### config.mk
export PLATFORM = sky130hd
export DESIGN_NAME = spike_rate_decoder_flat
export DESIGN_NICKNAME = d
export VERILOG_FILES = /design/src/rtl/snn_pkg.sv /design/src/rtl/spike_rate_decoder_if.sv /design/src/rtl/spike_window_counter.sv /design/src/rtl/spike_rate_decoder.sv /design/src/flat_wrapper.sv
export SDC_FILE = /design/constraint.sdc
export NUM_CORES = 1
export LEC_CHECK = 0
export BUFFER_PORTS_ARGS = -buffer_cell sky130_fd_sc_hd__buf_4
export CAP_MARGIN = 20
export CORE_ASPECT_RATIO = 1.5
export CORE_MARGIN = 2
export CORE_UTILIZATION = 55
export DETAILED_ROUTE_END_ITERATION = 12
export PLACE_DENSITY = 0.76
export SLEW_MARGIN = 40
export SYNTH_ARGS = -nofsm -noshare
export SYNTH_HDL_FRONTEND = slang
export SYNTH_SLANG_ARGS = --single-unit
### constraint.sdc
create_clock -name clk -period 1.96 [get_ports clk]
set_input_delay 0.098 -clock clk [delete_from_list [all_inputs] [get_ports clk]]
set_output_delay 0.098 -clock clk [all_outputs]
set_load 0.01 [all_outputs]
### src/rtl/snn_pkg.sv
// Shared types and the rate scaling rule for the spike rate decoder.
// Scaling is done at a fixed wide width so any WIDTH/WIN_LOG2 pair fits.
package snn_pkg;

  localparam int DEF_WIDTH = 8;
  localparam int SCALE_W   = 64;

  typedef enum logic {IDLE, COUNT} dec_state_t;

  typedef struct packed {
    logic               sat;
    logic [SCALE_W-1:0] rate;
  } rate_res_t;

  // Map a window spike total onto the WIDTH-bit rate range, clipping at full scale.
  function automatic rate_res_t rate_scale(input logic [SCALE_W-1:0] total,
                                           input int width,
                                           input int win_log2);
    logic [SCALE_W-1:0] r;
    logic [SCALE_W-1:0] max_val;
    rate_res_t          res;
    if (win_log2 > width) r = total >> (win_log2 - width);
    else                  r = total << (width - win_log2);
    max_val  = (SCALE_W'(1) << width) - SCALE_W'(1);
    res.sat  = (r > max_val);
    res.rate = res.sat ? max_val : r;
    return res;
  endfunction

endpackage

### src/rtl/spike_rate_decoder_if.sv
// Control, spike input and rate output handshake of the spike rate decoder.
// master drives en/spike_in/rate_ready; slave is the decoder.
interface spike_rate_decoder_if
  import snn_pkg::*;
#(
  parameter int WIDTH = DEF_WIDTH
);

  logic             en;
  logic             spike_in;
  logic             rate_ready;
  logic [WIDTH-1:0] rate_out;
  logic             rate_valid;
  logic             sat;
  logic             overrun;

  modport master (
    output en, spike_in, rate_ready,
    input  rate_out, rate_valid, sat, overrun
  );

  modport slave (
    input  en, spike_in, rate_ready,
    output rate_out, rate_valid, sat, overrun
  );

endinterface

### src/rtl/spike_window_counter.sv
// Fixed-length window cycle counter and spike counter; flags the last cycle of
// each window and presents the total including that cycle's spike.
module spike_window_counter #(
  parameter int WIN_LOG2 = 8
) (
  input  logic              clk,
  input  logic              rst,
  input  logic              run,
  input  logic              spike_in,
  output logic              win_end,
  output logic [WIN_LOG2:0] total
);

  logic [WIN_LOG2-1:0] r_cyc_cnt;
  logic [WIN_LOG2:0]   r_spk_cnt;

  assign win_end = run && (r_cyc_cnt == '1);
  assign total   = r_spk_cnt + {{WIN_LOG2{1'b0}}, spike_in};

  // Leaving run discards the partial window, so the next run starts clean.
  // NOTE: sequential state uses <= so every register samples pre-edge values.
  always_ff @(posedge clk or negedge rst) begin
    if (!rst) begin
      r_cyc_cnt <= '0;
      r_spk_cnt <= '0;
    end else if (!run) begin
      r_cyc_cnt <= '0;
      r_spk_cnt <= '0;
    end else begin
      r_cyc_cnt <= r_cyc_cnt + WIN_LOG2'(1);
      r_spk_cnt <= win_end ? '0 : total;
    end
  end

endmodule

### src/rtl/spike_rate_decoder.sv
// Recovers the encoded weight from spike counts over fixed windows and offers
// one rate per window through a single-entry valid/ready output register.
module spike_rate_decoder
  import snn_pkg::*;
#(
  parameter int WIDTH    = DEF_WIDTH,
  parameter int WIN_LOG2 = WIDTH
) (
  input  logic                 clk,
  input  logic                 rst,
  spike_rate_decoder_if.slave  bus
);

  dec_state_t        r_state;
  logic [WIDTH-1:0]  r_rate_out;
  logic              r_rate_valid;
  logic              r_sat;
  logic              r_overrun;

  logic              w_win_end;
  logic [WIN_LOG2:0] w_total;
  rate_res_t         w_res;

  // The counter runs whenever en is high, so the IDLE->COUNT edge is already counted.
  spike_window_counter #(
    .WIN_LOG2 (WIN_LOG2)
  ) u_counter (
    .clk      (clk),
    .rst      (rst),
    .run      (bus.en),
    .spike_in (bus.spike_in),
    .win_end  (w_win_end),
    .total    (w_total)
  );

  assign w_res = rate_scale(SCALE_W'(w_total), WIDTH, WIN_LOG2);

  always_ff @(posedge clk or negedge rst) begin
    if (!rst) begin
      r_state      <= IDLE;
      r_rate_out   <= '0;
      r_rate_valid <= 1'b0;
      r_sat        <= 1'b0;
      r_overrun    <= 1'b0;
    end else begin
      case (r_state)
        IDLE: begin
          if (bus.en) begin
            r_state   <= COUNT;
            r_overrun <= 1'b0;
          end
        end
        COUNT: begin
          if (!bus.en) r_state <= IDLE;
        end
        default: r_state <= IDLE;
      endcase

      // A result accepted in the same cycle it is replaced leaves valid high.
      if (w_win_end) begin
        if (!r_rate_valid || bus.rate_ready) begin
          r_rate_out   <= WIDTH'(w_res.rate);
          r_sat        <= w_res.sat;
          r_rate_valid <= 1'b1;
        end else begin
          r_overrun    <= 1'b1;
        end
      end else if (r_rate_valid && bus.rate_ready) begin
        r_rate_valid <= 1'b0;
      end
    end
  end

  assign bus.rate_out   = r_rate_out;
  assign bus.rate_valid = r_rate_valid;
  assign bus.sat        = r_sat;
  assign bus.overrun    = r_overrun;

endmodule
### src/flat_wrapper.sv
// flat-port wrapper written by rule: the top's interface ports become plain ports
module spike_rate_decoder_flat import snn_pkg::*;
#(
  parameter int WIDTH    = DEF_WIDTH,
  parameter int WIN_LOG2 = WIDTH
)
  (clk, rst, bus_en, bus_spike_in, bus_rate_ready, bus_rate_out, bus_rate_valid, bus_sat, bus_overrun);
  spike_rate_decoder_if #(.WIDTH(WIDTH)) bus_i ();
  input  logic clk;
  input  logic rst;
  input wire logic [$bits(bus_i.en)-1:0] bus_en;
  input wire logic [$bits(bus_i.spike_in)-1:0] bus_spike_in;
  input wire logic [$bits(bus_i.rate_ready)-1:0] bus_rate_ready;
  output wire logic [$bits(bus_i.rate_out)-1:0] bus_rate_out;
  output wire logic [$bits(bus_i.rate_valid)-1:0] bus_rate_valid;
  output wire logic [$bits(bus_i.sat)-1:0] bus_sat;
  output wire logic [$bits(bus_i.overrun)-1:0] bus_overrun;
  assign bus_i.en = bus_en;
  assign bus_i.spike_in = bus_spike_in;
  assign bus_i.rate_ready = bus_rate_ready;
  assign bus_rate_out = bus_i.rate_out;
  assign bus_rate_valid = bus_i.rate_valid;
  assign bus_sat = bus_i.sat;
  assign bus_overrun = bus_i.overrun;
  spike_rate_decoder #(.WIDTH(WIDTH), .WIN_LOG2(WIN_LOG2)) u_core (.clk(clk), .rst(rst), .bus(bus_i));
endmodule
Word-level counts from Yosys, hierarchy flattened
Index checks and enable logic that the tools add are counted.
- word-level logic and storage cells: 31
- output and inout bits: 11
- bits in registers: 29
- input port bits: 5
- $add $sub $neg: 2
- order comparisons: 1
- eq/ne operators: 2
- muxes and demuxes: 12
- reductions and logical operators: 7
- operators with widths (cell ; count):
    9-bit 2-to-1 mux ; 2
    8-bit 2-to-1 mux ; 2
    9-bit by 1-bit adder with 9-bit output ; 1
    9-bit by 8-bit > comparator with 1-bit output, second input constant ; 1
    8-bit by 1-bit adder with 8-bit output, second input constant ; 1
    8-bit == test, second input constant ; 1
    1-bit 2-to-1 mux ; 8
    2-bit AND reduction ; 2
    1-bit logical AND ; 2
    2-bit by 1-bit inequality test with 1-bit output, second input constant ; 1
    2-bit nonzero test ; 1
    1-bit zero test ; 1
    1-bit logical OR ; 1

Logic depth before layout (Yosys ltp)
Gate-level depths: netlist of run 1.
- depth in word-level cells: 4
- depth in mapped cells: 6
- mapped depth without buffers: 6

Modules after synthesis
Synthesis of run 1 repeated with hierarchy kept, for this count alone.
- cell total of the unflattened synthesis: 130
- area, all modules: 1315.0 um^2
- modules (own cells, without submodules) (module ; cells an instance ; times used ; sequential area each (um^2) ; area an instance (um^2)):
    spike_window_counter ; 82 ; 1 ; 425.4 ; 814.5
    spike_rate_decoder ; 48 ; 1 ; 300.3 ; 500.5

Least setup slack after synthesis of run 1
No wires, ideal clock.
- path type: register to register
- from: register u_core.u_counter.r_spk_cnt[0]
- to: register u_core.r_rate_out[0] (netlist: u_core.bus.rate_out[0])
- clock period less this slack: 1.703 ns
- slack: 0.257 ns
- arrival time: 1.548 ns
- path buffers: 0
- library setup time: 0.154 ns
- cell stages (with the launch flop): 7
- data required time: 1.806 ns
- path through: dfrtp_1 > ha_1 > ha_1 > nand3_1 > nor3_1 > xnor2_1 > a31oi_1
- word-level cells in the longest chain between the ends: 3
- ends and longest elaborated chain (item ; line ; text):
    start: declaration ; spike_window_counter.sv:15 ; logic [WIN_LOG2:0] r_spk_cnt;
    start signal: assignment ; spike_window_counter.sv:31 ; r_spk_cnt <= win_end ? '0 : total;
    9-bit by 1-bit adder with 9-bit output * ; spike_window_counter.sv:18 ; assign total = r_spk_cnt + {{WIN_LOG2{1'b0}}, spike_in};
    9-bit by 8-bit > comparator with 1-bit output ; snn_pkg.sv:25 ; res.sat = (r > max_val);
    8-bit 2-to-1 mux * ; snn_pkg.sv:26 ; res.rate = res.sat ? max_val : r;
    end signal: assignment ; spike_rate_decoder.sv:62 ; r_rate_out <= WIDTH'(w_res.rate);
    end: declaration ; spike_rate_decoder.sv:15 ; logic [WIDTH-1:0] r_rate_out;
Mark *: on every way between the ends. The rest lies on a longest branch, timed or not.
A chain may end at the register's enable or synchronous reset.

Worst setup path after layout of run 1
- from: register u_core.u_counter.r_spk_cnt[0]
- to: register u_core.r_rate_out[4] (netlist: u_core.bus.rate_out[4])
The elaborated chain is that of the path after synthesis.

==> results.md, run 1 <==
### Placement
* placer's final routability congestion estimate: 0.862
* Place WS: -0.0553 ns
* # placed instances: 151
* final HPWL from detailed placement: 1.60 mm
* Port Buffer Count: 15

### Timing
* slew margin rel.: 0.647
* RSZ-0062 raised after global routing: false
* final worst clock skew: 0.0129 ns
* Max Fclk: 0.567 GHz
* smallest setup slack after layout: 0.197 ns
* min cycle time layout: 1.76 ns
* Worst Tran Pin Value: 0.527 ns
* Final setup viols: 0
* fin crit share: 0.899
* Pins Over Slew Limit: 0
* final hold violation count: 0

### Cells and area
* final cell count without fillers: 160
* Diodes inserted: 0
* layout cell share with drive strength beyond 1: 0.212
* net count reported at finish: 146
* area delta synth->final: 18.6%

### Logic synthesis
* synthesized flop and latch total: 29
* portion of synthesized cell area occupied by the leading cell type: 0.591
* multiplexer area fraction after synthesis: 0
* Synthesis Warnings: 0
* Synth Area in Adders: 0.0408
* synthesized area per cell: 11.0 sq um
* compound-cell area share of the yosys netlist: 0.0765
* main combinational cell family by area after synthesis: simple AND/OR/NAND/NOR gates
* Mapped Area: 1230 sq um
* register area share after synthesis: 0.591
* Synth Area in XOR/XNOR: 0.0785
* post-synth top area cell: dfrtp_1
* gate count after technology mapping: 112
* post-synthesis share of cell area spent on and, or, nand and nor gates: 0.189
* Synth Net Count: 121
* cell types occupying the most area after synthesis: dfrtp_1 (59%), nor2_1 (7.6%), xnor2_1 (5.0%)
* Cell variety after synth: 24

### Worst setup path
* type of element launching the critical path: register
* Critical Path End Type: register
* worst setup slack for register-to-register paths: 0.20 ns
* Critical Path Start: u_core.u_counter.r_spk_cnt[0]$_DFF_PN0_
* start of the worst register-to-register path: u_core.u_counter.r_spk_cnt[0]$_DFF_PN0_
* category of the critical setup timing path: reg2reg
* WP data arrival: 1.93 ns
* data required time at the worst endpoint: 2.13 ns
* R2R depth: 6
* maximum fanout along the worst path: 10

### Global route
* total grt overflow: 0
* number of antenna violations at the first check in global routing: 0
* maximum number of pins on one net before global-route repair: 30
* vias in the first global route: 859
* Tot GR Track Use: 0.194
* first-pass GRT wire length: 3.59 mm

### Floorplanning
* I/O Pins: 16
* core outline area: 2180 sq um
* die area: 2630 sq um
* Vert. Die Dim: 61.9 um
* row count: 21
* Starting Density: 0.563
* die boundary width: 42.6 um

### Pwr
* power per cell area: 734 nW/um^2
* Leak Pwr: 0.687 nW
* IR Drop Worst-Case VDD: 0.497 mV
* Overall Power: 1.07 mW

### Routing
* Via-to-Cell Ratio: 5.53
* number of remaining DRC errors: 0
* average wire per cell in the routed design: 13.6 um
* Post-Route WL: 2.17 mm
* via total after detailed routing: 884
* 1st-pass router iterations: 4
* DRT iter0 DRCs: 28
* antenna violation net count after detailed routing: 0

### Clocking
* Clock Pin Slew Worst Setup and Hold Paths: 0.09 ns
* post-CTS setup repair buffer count: 0
* clock latency of the later-clocked register in the worst-skew pair: 0.32 ns
* clock tree from TritonCTS: built
* Max Root-Sink Buffers: 2
* CTS H-Tree Depth: 2
* Root Buffer: clkbuf_4
* clock sink count: 29
* number of CTS-inserted buffers: 5

### Hold path
* depth of the worst hold-timing path: 3
* Hold Crit Class: in2reg
* min-delay src: bus_rate_ready

### Job
* maxcap violations: 0

### Outcome
* result of the run: finished, final reports clean

==> power by group <==
group / switching, mW / internal (mW) / leakage, nW
clock: 0.186 / 0.169 / 0.0314
combinational: 0.0441 / 0.0373 / 0.268
sequential: 0.0138 / 0.618 / 0.387
total: 0.243 / 0.824 / 0.687
==> path summary, 6_finish.rpt <==
check,to
max reg2reg,u_core.bus.rate_out[4]$_DFFE_PN0P_
max in group asynchronous,u_core.u_counter.r_spk_cnt[7]$_DFF_PN0_
min in group asynchronous,u_core.r_state$_DFF_PN0_
min,u_core.bus.rate_valid$_DFFE_PN0P_
max,u_core.bus.rate_out[4]$_DFFE_PN0P_
min reg2reg,u_core.u_counter.r_cyc_cnt[0]$_DFF_PN0_
==> critical path, stage by stage (launching register included) <==
cell,delay (ns)
dfrtp_1,0.40
ha_1,0.18
ha_1,0.20
nand3_1,0.14
nor3_1,0.10
xnor2_2,0.43
a31oi_1,0.16
==> flip-flops by register name (all words and copies together) (netlist names) <==
signal and count:
u_core.bus.rate_out 8, u_core.r_state 1, u_core.bus.sat 1, u_core.u_counter.r_cyc_cnt 8, u_core.bus.overrun 1, u_core.bus.rate_valid 1
u_core.u_counter.r_spk_cnt 9
==> cells in the mapped netlist <==
cell type,instances
a21oi_1,2
a21oi_2,1
a31oi_1,8
and2_1,1
and3_1,1
buf_6,1
dfrtp_1,29
ha_1,4
inv_1,4
inv_2,1
nand2_1,3
nand2b_1,1
nand3_1,7
nand4_1,1
nand4_2,1
nor2_1,25
nor2_2,1
nor3_1,1
nor4b_4,1
o21ai_0,3
o21ai_1,2
or3_1,3
xnor2_1,7
xor2_1,4
==> placed cells by master, fill, tap and decap left out, drive strengths merged <==
cell         instances
nand2                3
or3                  3
dlygate4sd3          2
a21oi                3
nand3                7
and2                 1
xnor2                7
nand2b               1
ha                   4
buf                 17
nand4                2
clkbuf               7
nor4b                1
and3                 1
nor2                26
nor3                 1
dfrtp               29
xor2                 4
inv                  5
o21ai                5
a31oi                8
==> cell type report <==
type                    count  area, sq um
flip-flops and latches     29          726
fillers                   174          726
multi-input cells          77          479
repair buffers             19          148
clock buffers               7         55.1
well taps                  23         28.8
inverters                   5         18.8
==> timing repair <==
item | CTS | global route
resized for setup | 1 | 0
setup endpoints to repair | 8 | 0
endpoints found under the hold margin | 30 | 0
hold buffers | 2 | 0
==> cells by family after synthesis <==
kind of cell / Yosys count
adders and majority gates: 4
xor gates and xnor gates: 11
and+or+nand+nor: 46
DFF: 29
buffers and inverters: 6
AOI/OAI and AO/OA: 16
==> routing by layer <==
layer  vias to the layer above  global-route usage  part of all wire
met1                       420               0.181              0.38
met4                         0               0.138             0.032
li1                        427                   -                 -
met5                         -                   0                 0
met2                        29               0.345              0.53
met3                         8              0.0780             0.060
==> stage by stage <==
step	hold WS, ns	cell area [sq um]	utilization	TNS (ns)
after detailed placement	0.0336	1370	0.629	-0.203
after global placement	0.0299	1370	0.629	0
after floorplan	-0.198	1230	-	0
after CTS	0.0852	1460	0.667	0
final	0.0869	1460	0.667	0
after global routing	0.102	1460	0.667	0
No activity file was read; power rests on OpenSTA's default activity.
==> inputs of run 2 (changes only) <==
ABC_AREA = 1   (was not set)
CORE_UTILIZATION = 56   (was 55)
PLACE_DENSITY = 0.77   (was 0.76)
clock period = 1.9 ns   (was 1.96 ns; I/O delays follow)
==> run 2 against run 1 <==
Effect of this change:
- clock skew is 0.0036 ns higher
- die area is 6.8% higher
- sequential share of layout area is 2.8 points lower
- hold slack better by 0.0083 ns
- critical endpoint is now u_core.bus.rate_out[2]$_DFFE_PN0P_
- first-iteration DRC count is 7.1% lower
- total power is 2.3% lower
- clock power hardly changed
- sequential cell count stayed put
- cell count is 28% higher
- combinational power is 34% lower
- critical path depth is 3 higher
- highest routed layer unchanged
==> results.md, run 2 <==
### Outcome
* result of the run: finished, final reports clean

### Worst setup path
* endpoint of the worst register-to-register path: u_core.bus.rate_out[2]$_DFFE_PN0P_
* start of the worst register-to-register path: u_core.u_counter.r_spk_cnt[0]$_DFF_PN0_
* worst setup slack for register-to-register paths: 0.31 ns
* maximum fanout along the worst path: 10
* type of element launching the critical path: register
* WP data arrival: 1.82 ns
* category of the critical setup timing path: reg2reg
* R2R depth: 9
* Critical Path End Type: register
* data required time at the worst endpoint: 2.13 ns

### Logic synthesis
* number of enable-type register cells in the synthesized netlist: 0
* most common library cells after synthesis: nand2_1 (58), dfrtp_1 (29), nor2_1 (21)
* post-synth top area cell: dfrtp_1
* Cell variety after synth: 22
* cell types occupying the most area after synthesis: dfrtp_1 (54%), nand2_1 (16%), nor2_1 (5.9%)
* register area share after synthesis: 0.541
* portion of synthesized cell area occupied by the leading cell type: 0.541
* synthesized area per cell: 8.50 sq um
* prevailing post-synth register cell: dfrtp_1
* share of flip-flops with an asynchronous set or reset after synthesis: 1.00
* gate count after technology mapping: 158
* Mapped Area: 1340 sq um
* Synthesis Warnings: 0
* most common cell in the netlist: nand2_1
* Synth Net Count: 167
* synthesized flop and latch total: 29

### Routing
* average wire per cell in the routed design: 12.0 um
* Via-to-Cell Ratio: 5.11
* met3 wire length: 93 um
* 1st-pass router iterations: 4
* DRT iter0 DRCs: 26
* detailed-routing wirelength on met1: 943 um
* via total after detailed routing: 1043
* routed wl met2: 1.34 mm
* highest layer used for signal routing: met4
* antenna violation net count after detailed routing: 0
* Post-Route WL: 2.44 mm
* number of remaining DRC errors: 0

### Timing
* Worst Tran Pin Value: 0.361 ns
* slew margin rel.: 0.759
* worst hold margin: 0.0951 ns
* RSZ-0062 raised after global routing: false
* Final setup viols: 0
* final hold violation count: 0
* Total Negative Setup Slacks: 0 ns
* Max Fclk: 0.628 GHz
* Pins Over Slew Limit: 0
* min cycle time layout: 1.59 ns
* smallest setup slack after layout: 0.308 ns
* final worst clock skew: 0.0164 ns
* fin crit share: 0.838

### Clocking
* Clock Pin Slew Worst Setup and Hold Paths: 0.10 ns
* number of CTS-inserted buffers: 5
* CTS H-Tree Depth: 2
* clock tree from TritonCTS: built
* Max Root-Sink Buffers: 2
* Hold Buf Count CTS: 2
* post-CTS setup repair buffer count: 0
* clock latency of the later-clocked register in the worst-skew pair: 0.33 ns
* clock sink count: 29
* Resized Gates After CTS: 0
* Root Buffer: clkbuf_4

### Hold path
* depth of the worst hold-timing path: 4
* Hold Crit Class: in2reg
* end point of the worst hold path: u_core.bus.rate_valid$_DFFE_PN0P_
* min-delay src: bus_rate_ready

### Placement
* Port Buffer Count: 15
* placer's final routability congestion estimate: 0.852
* post-place instance area: 1470 sq um
* Place WS: 0.341 ns
* # placed instances: 194
* final HPWL from detailed placement: 1.83 mm

### Floorplanning
* Starting Density: 0.594
* die area: 2810 sq um
* I/O Pins: 16
* die boundary width: 44.0 um
* row count: 21
* Vert. Die Dim: 64.0 um
* core outline area: 2260 sq um

### Cells and area
* layout cell share with drive strength beyond 1: 0.177
* Biggest register: u_core.u_counter.r_spk_cnt
* net count reported at finish: 189
* area of all placed cells without fillers: 1540 sq um
* fill count: 170
* most used cells in the layout excluding fill and tap cells: nand2_1 (58), dfrtp_1 (29), nor2_1 (21)
* Diodes inserted: 0
* final cell count without fillers: 204
* most frequent standard cell in the layout excluding fill and tap cells: nand2_1
* flip-flop count of the largest register, all copies and words added: 9
* area delta synth->final: 14.9%

### Global route
* total grt overflow: 0
* first-pass GRT wire length: 4.27 mm
* vias in the first global route: 1064
* number of antenna violations at the first check in global routing: 0
* Tot GR Track Use: 0.207
* maximum number of pins on one net before global-route repair: 30

### Pwr
* Leak Pwr: 0.821 nW
* IR Drop Worst-Case VDD: 0.501 mV
* power per cell area: 676 nW/um^2

### Job
* maxcap violations: 0

==> run 2: kinds of logic after synthesis <==
logic type               Yosys count  synth area share
flip-flops                        29             0.541
XOR/XNOR                           4            0.0261
adder cells (fa/ha/maj)            4            0.0373
buffers and inverters             16            0.0513
AO/OA/AOI/OAI                     10            0.0410
AND/OR/NAND/NOR                   95             0.304
==> run 2: cell type report <==
cell class              count  area (sq um)  share of cell area
inverters                  14          52.6              0.0341
well taps                  23          28.8              0.0187
flip-flops and latches     29           726               0.470
multi-input cells         113           548               0.355
clock inverters             3          17.5              0.0114
repair buffers             17           133              0.0860
clock buffers               5          37.5              0.0243
==> run 2: worst max-delay path by stage <==
stage	from	endpoint	slack (ns)	cells after the start
detailed placement	u_core.u_counter.r_spk_cnt[0]$_DFF_PN0_	u_core.bus.rate_out[2]$_DFFE_PN0P_	0.34	9
global route	u_core.u_counter.r_spk_cnt[0]$_DFF_PN0_	u_core.bus.rate_out[7]$_DFFE_PN0P_	0.17	9
floorplan	u_core.u_counter.r_spk_cnt[0]$_DFF_PN0_	u_core.bus.rate_out[5]$_DFFE_PN0P_	0.52	10
global placement	u_core.u_counter.r_spk_cnt[0]$_DFF_PN0_	u_core.bus.rate_out[7]$_DFFE_PN0P_	0.43	9
finish	u_core.u_counter.r_spk_cnt[0]$_DFF_PN0_	u_core.bus.rate_out[2]$_DFFE_PN0P_	0.31	9
CTS	u_core.u_counter.r_spk_cnt[0]$_DFF_PN0_	u_core.bus.rate_out[2]$_DFFE_PN0P_	0.31	9
==> run 2: power by group <==
group	internal (mW)	switching, mW	leakage (nW)	total [mW]
registers	0.627	0.00671	0.399	0.634
logic	0.0197	0.0344	0.391	0.0541
clock network	0.139	0.216	0.0310	0.355
total	0.786	0.257	0.821	1.04
==> run 2: metal layers <==
| layer | global-route usage | up-vias |
|---|---|---|
| li1 | - | 532 |
| met1 | 0.198 | 481 |
| met2 | 0.379 | 22 |
| met3 | 0.0706 | 8 |
| met4 | 0.0909 | 0 |
| met5 | 0 | - |
==> run 2: metrics by stage <==
stage | util | power, mW
after global routing | 0.683 | 1.09
after CTS | 0.683 | 1.05
after global placement | 0.650 | 0.696
final | 0.683 | 1.04
after floorplan | - | 0.672
after detailed placement | 0.650 | 0.698
==> run 2: worst max-delay path, stage by stage (launching register included) <==
cell and delay [ns]:
dfrtp_1 0.37, ha_1 0.16, ha_1 0.22, nand2_1 0.09, nor2_2 0.15, nand3_1 0.11
nand2_2 0.20, nand2_1 0.08, nand2_1 0.08, nand2_1 0.05
==> inputs of run 3 (changes only) <==
CORE_UTILIZATION = 50   (was 56)
PLACE_DENSITY = 0.73   (was 0.77)
clock period = 1.4 ns   (was 1.9 ns; I/O delays follow)
==> run 3 against run 2 <==
Effect of this change:
- the flow now finishes with violations (setup timing)
- critical endpoint is now u_core.u_counter.r_spk_cnt[8]$_DFF_PN0_
- clock-buffer cell count rose by 2
- critical path type unchanged
- largest power group unchanged
- utilization fell by 1.5 points
- combinational power rose by 70%
- via count rose by 3.9%
- wire length rose by 10%
- total power rose by 64%
- clock power rose by 110%
- hold slack improved by 0.045 ns
- sequential power rose by 36%
- clock skew fell by 0.0098 ns
==> results.md, run 3 (synthesized netlist as in run 2, its figures left out) <==
### Outcome
* result of the run: finished, violations left
* violations in the final reports: setup timing

### Placement
* # placed instances: 213
* Place WS: -0.0957 ns
* final HPWL from detailed placement: 1.85 mm
* Port Buffer Count: 15
* placer's final routability congestion estimate: 0.747

### Hold path
* Hold Crit Class: in2reg

### Routing
* antenna violation net count after detailed routing: 0
* number of remaining DRC errors: 0
* Post-Route WL: 2.70 mm
* average wire per cell in the routed design: 12.0 um
* DRT iter0 DRCs: 33
* Via-to-Cell Ratio: 4.82
* via total after detailed routing: 1084
* 1st-pass router iterations: 4

### Pwr
* power per cell area: 975 nW/um^2
* Overall Power: 1.71 mW
* Leak Pwr: 0.895 nW
* IR Drop Worst-Case VDD: 0.807 mV

### Cells and area
* flip-flop count of the largest register, all copies and words added: 9
* Diodes inserted: 0
* most frequent standard cell in the layout excluding fill and tap cells: nand2_1
* fill count: 210
* most used cells in the layout excluding fill and tap cells: nand2_1 (51), dfrtp_1 (29), buf_4 (20)
* post-layout utilization of the core: 0.668
* area delta synth->final: 30.3%
* Biggest register: u_core.u_counter.r_spk_cnt
* layout cell share with drive strength beyond 1: 0.277
* net count reported at finish: 196
* final cell count without fillers: 225

### Clocking
* Root Buffer: clkbuf_8
* Clock Pin Slew Worst Setup and Hold Paths: 0.06 ns
* number of CTS-inserted buffers: 5
* clock latency of the later-clocked register in the worst-skew pair: 0.28 ns
* clock tree from TritonCTS: built
* Max Root-Sink Buffers: 2
* clock sink count: 29
* CTS H-Tree Depth: 2

### Worst setup path
* CP Cell Sequence: ha_2 -> ha_4 -> nand2_4 -> nor2_4 -> nand2_2 -> nand2_4 -> nand2_4 -> buf_6 -> nor2_2
* Critical Path End Type: register
* cell seen most often among critical-path stages: nand2_4
* worst setup slack for register-to-register paths: -0.09 ns
* largest delay contributor family on the critical path: simple AND/OR/NAND/NOR gates
* crit-path max cell delay: 0.36 ns
* number of buffers and inverters on the critical path: 1
* WP data arrival: 1.71 ns
* CP max stage cell: dfrtp_1
* category of the critical setup timing path: reg2reg
* type of element launching the critical path: register
* data required time at the worst endpoint: 1.62 ns
* maximum fanout along the worst path: 5

### Timing
* Final setup viols: 10
* final hold violation count: 0
* Worst Tran Pin Value: 0.360 ns
* worst hold margin: 0.140 ns
* Max Fclk: 0.671 GHz
* smallest setup slack after layout: -0.0906 ns
* fin crit share: 1.06
* min cycle time layout: 1.49 ns
* RSZ-0062 raised after global routing: true
* Pins Over Slew Limit: 0
* slew margin rel.: 0.760
* final worst clock skew: 0.00660 ns

### Floorplanning
* die area: 3120 sq um
* core outline area: 2620 sq um
* Vert. Die Dim: 67.5 um
* die boundary width: 46.3 um
* Starting Density: 0.513
* I/O Pins: 16
* row count: 23

### Global route
* first-pass GRT wire length: 4.36 mm
* total grt overflow: 0
* vias in the first global route: 1092
* Tot GR Track Use: 0.204
* number of antenna violations at the first check in global routing: 0
* maximum number of pins on one net before global-route repair: 30

### Job
* maxcap violations: 0

## run 3: cell count changes in the layout (fill, tap and decap cells not counted), sizes merged
cell / delta
nand2: +1
clkinv: -1
buf: +6
clkbuf: +2
clkinvlp: -1
## run 3: what timing repair did
item | in CTS | in global routing
pin swaps | 2 | 10
endpoints found under the hold margin | 30 | 0
buffers inserted | 1 | 1
hold buffers | 2 | 0
gates cloned | 1 | 0
resized for setup | 7 | 15
endpoints found under the setup margin | 9 | 13
## run 3: worst paths after layout
kind	endpoint	startpoint	cells past startpoint
max reg2reg	u_core.u_counter.r_spk_cnt[8]$_DFF_PN0_	u_core.u_counter.r_spk_cnt[0]$_DFF_PN0_	9
min	u_core.bus.rate_valid$_DFFE_PN0P_	bus_rate_ready	4
min reg2reg	u_core.bus.rate_out[7]$_DFFE_PN0P_	u_core.bus.rate_out[7]$_DFFE_PN0P_	2
max in group asynchronous	u_core.u_counter.r_cyc_cnt[1]$_DFF_PN0_	rst	2
min in group asynchronous	u_core.u_counter.r_cyc_cnt[2]$_DFF_PN0_	rst	2
max	u_core.u_counter.r_spk_cnt[8]$_DFF_PN0_	u_core.u_counter.r_spk_cnt[0]$_DFF_PN0_	9
## run 3: per-stage QoR
step	TNS, ns	instance area [sq um]
2_1_floorplan	0	1340
3_3_place_gp	-0.0835	1520
3_5_place_dp	-0.581	1520
4_1_cts	-0.0157	1690
5_1_grt	-1.54	1750
6_report	-0.773	1750
## run 3: routing by layer
layer	vias to the layer above	part of all wire	GRT usage
met3	7	0.026	0.0695
li1	547	-	-
met1	514	0.37	0.177
met2	16	0.58	0.382
met5	-	0	0
met4	0	0.023	0.111
## run 3: where the power goes
part / switching [mW] / internal [mW] / leakage [nW]
clock: 0.308 / 0.443 / 0.0542
sequential: 0.0102 / 0.853 / 0.399
combinational: 0.0534 / 0.0383 / 0.442
total: 0.371 / 1.33 / 0.895
## run 3: tightest hold or removal path, cell delays in order
cell,delay [ns]
buf_4,0.07
nor2_1,0.03
inv_1,0.12
nand2_1,0.08
## run 3: area by class of cell
type,instances,area [sq um],share of cell area
Sequential cell,29,726,0.415
Tap cell,37,46.3,0.0265
Clock buffer,7,96.3,0.0551
Multi-Input combinational cell,114,642,0.367
Inverter,14,52.6,0.0300
Timing Repair Buffer,23,181,0.104
Clock inverter,1,5.00,0.00286
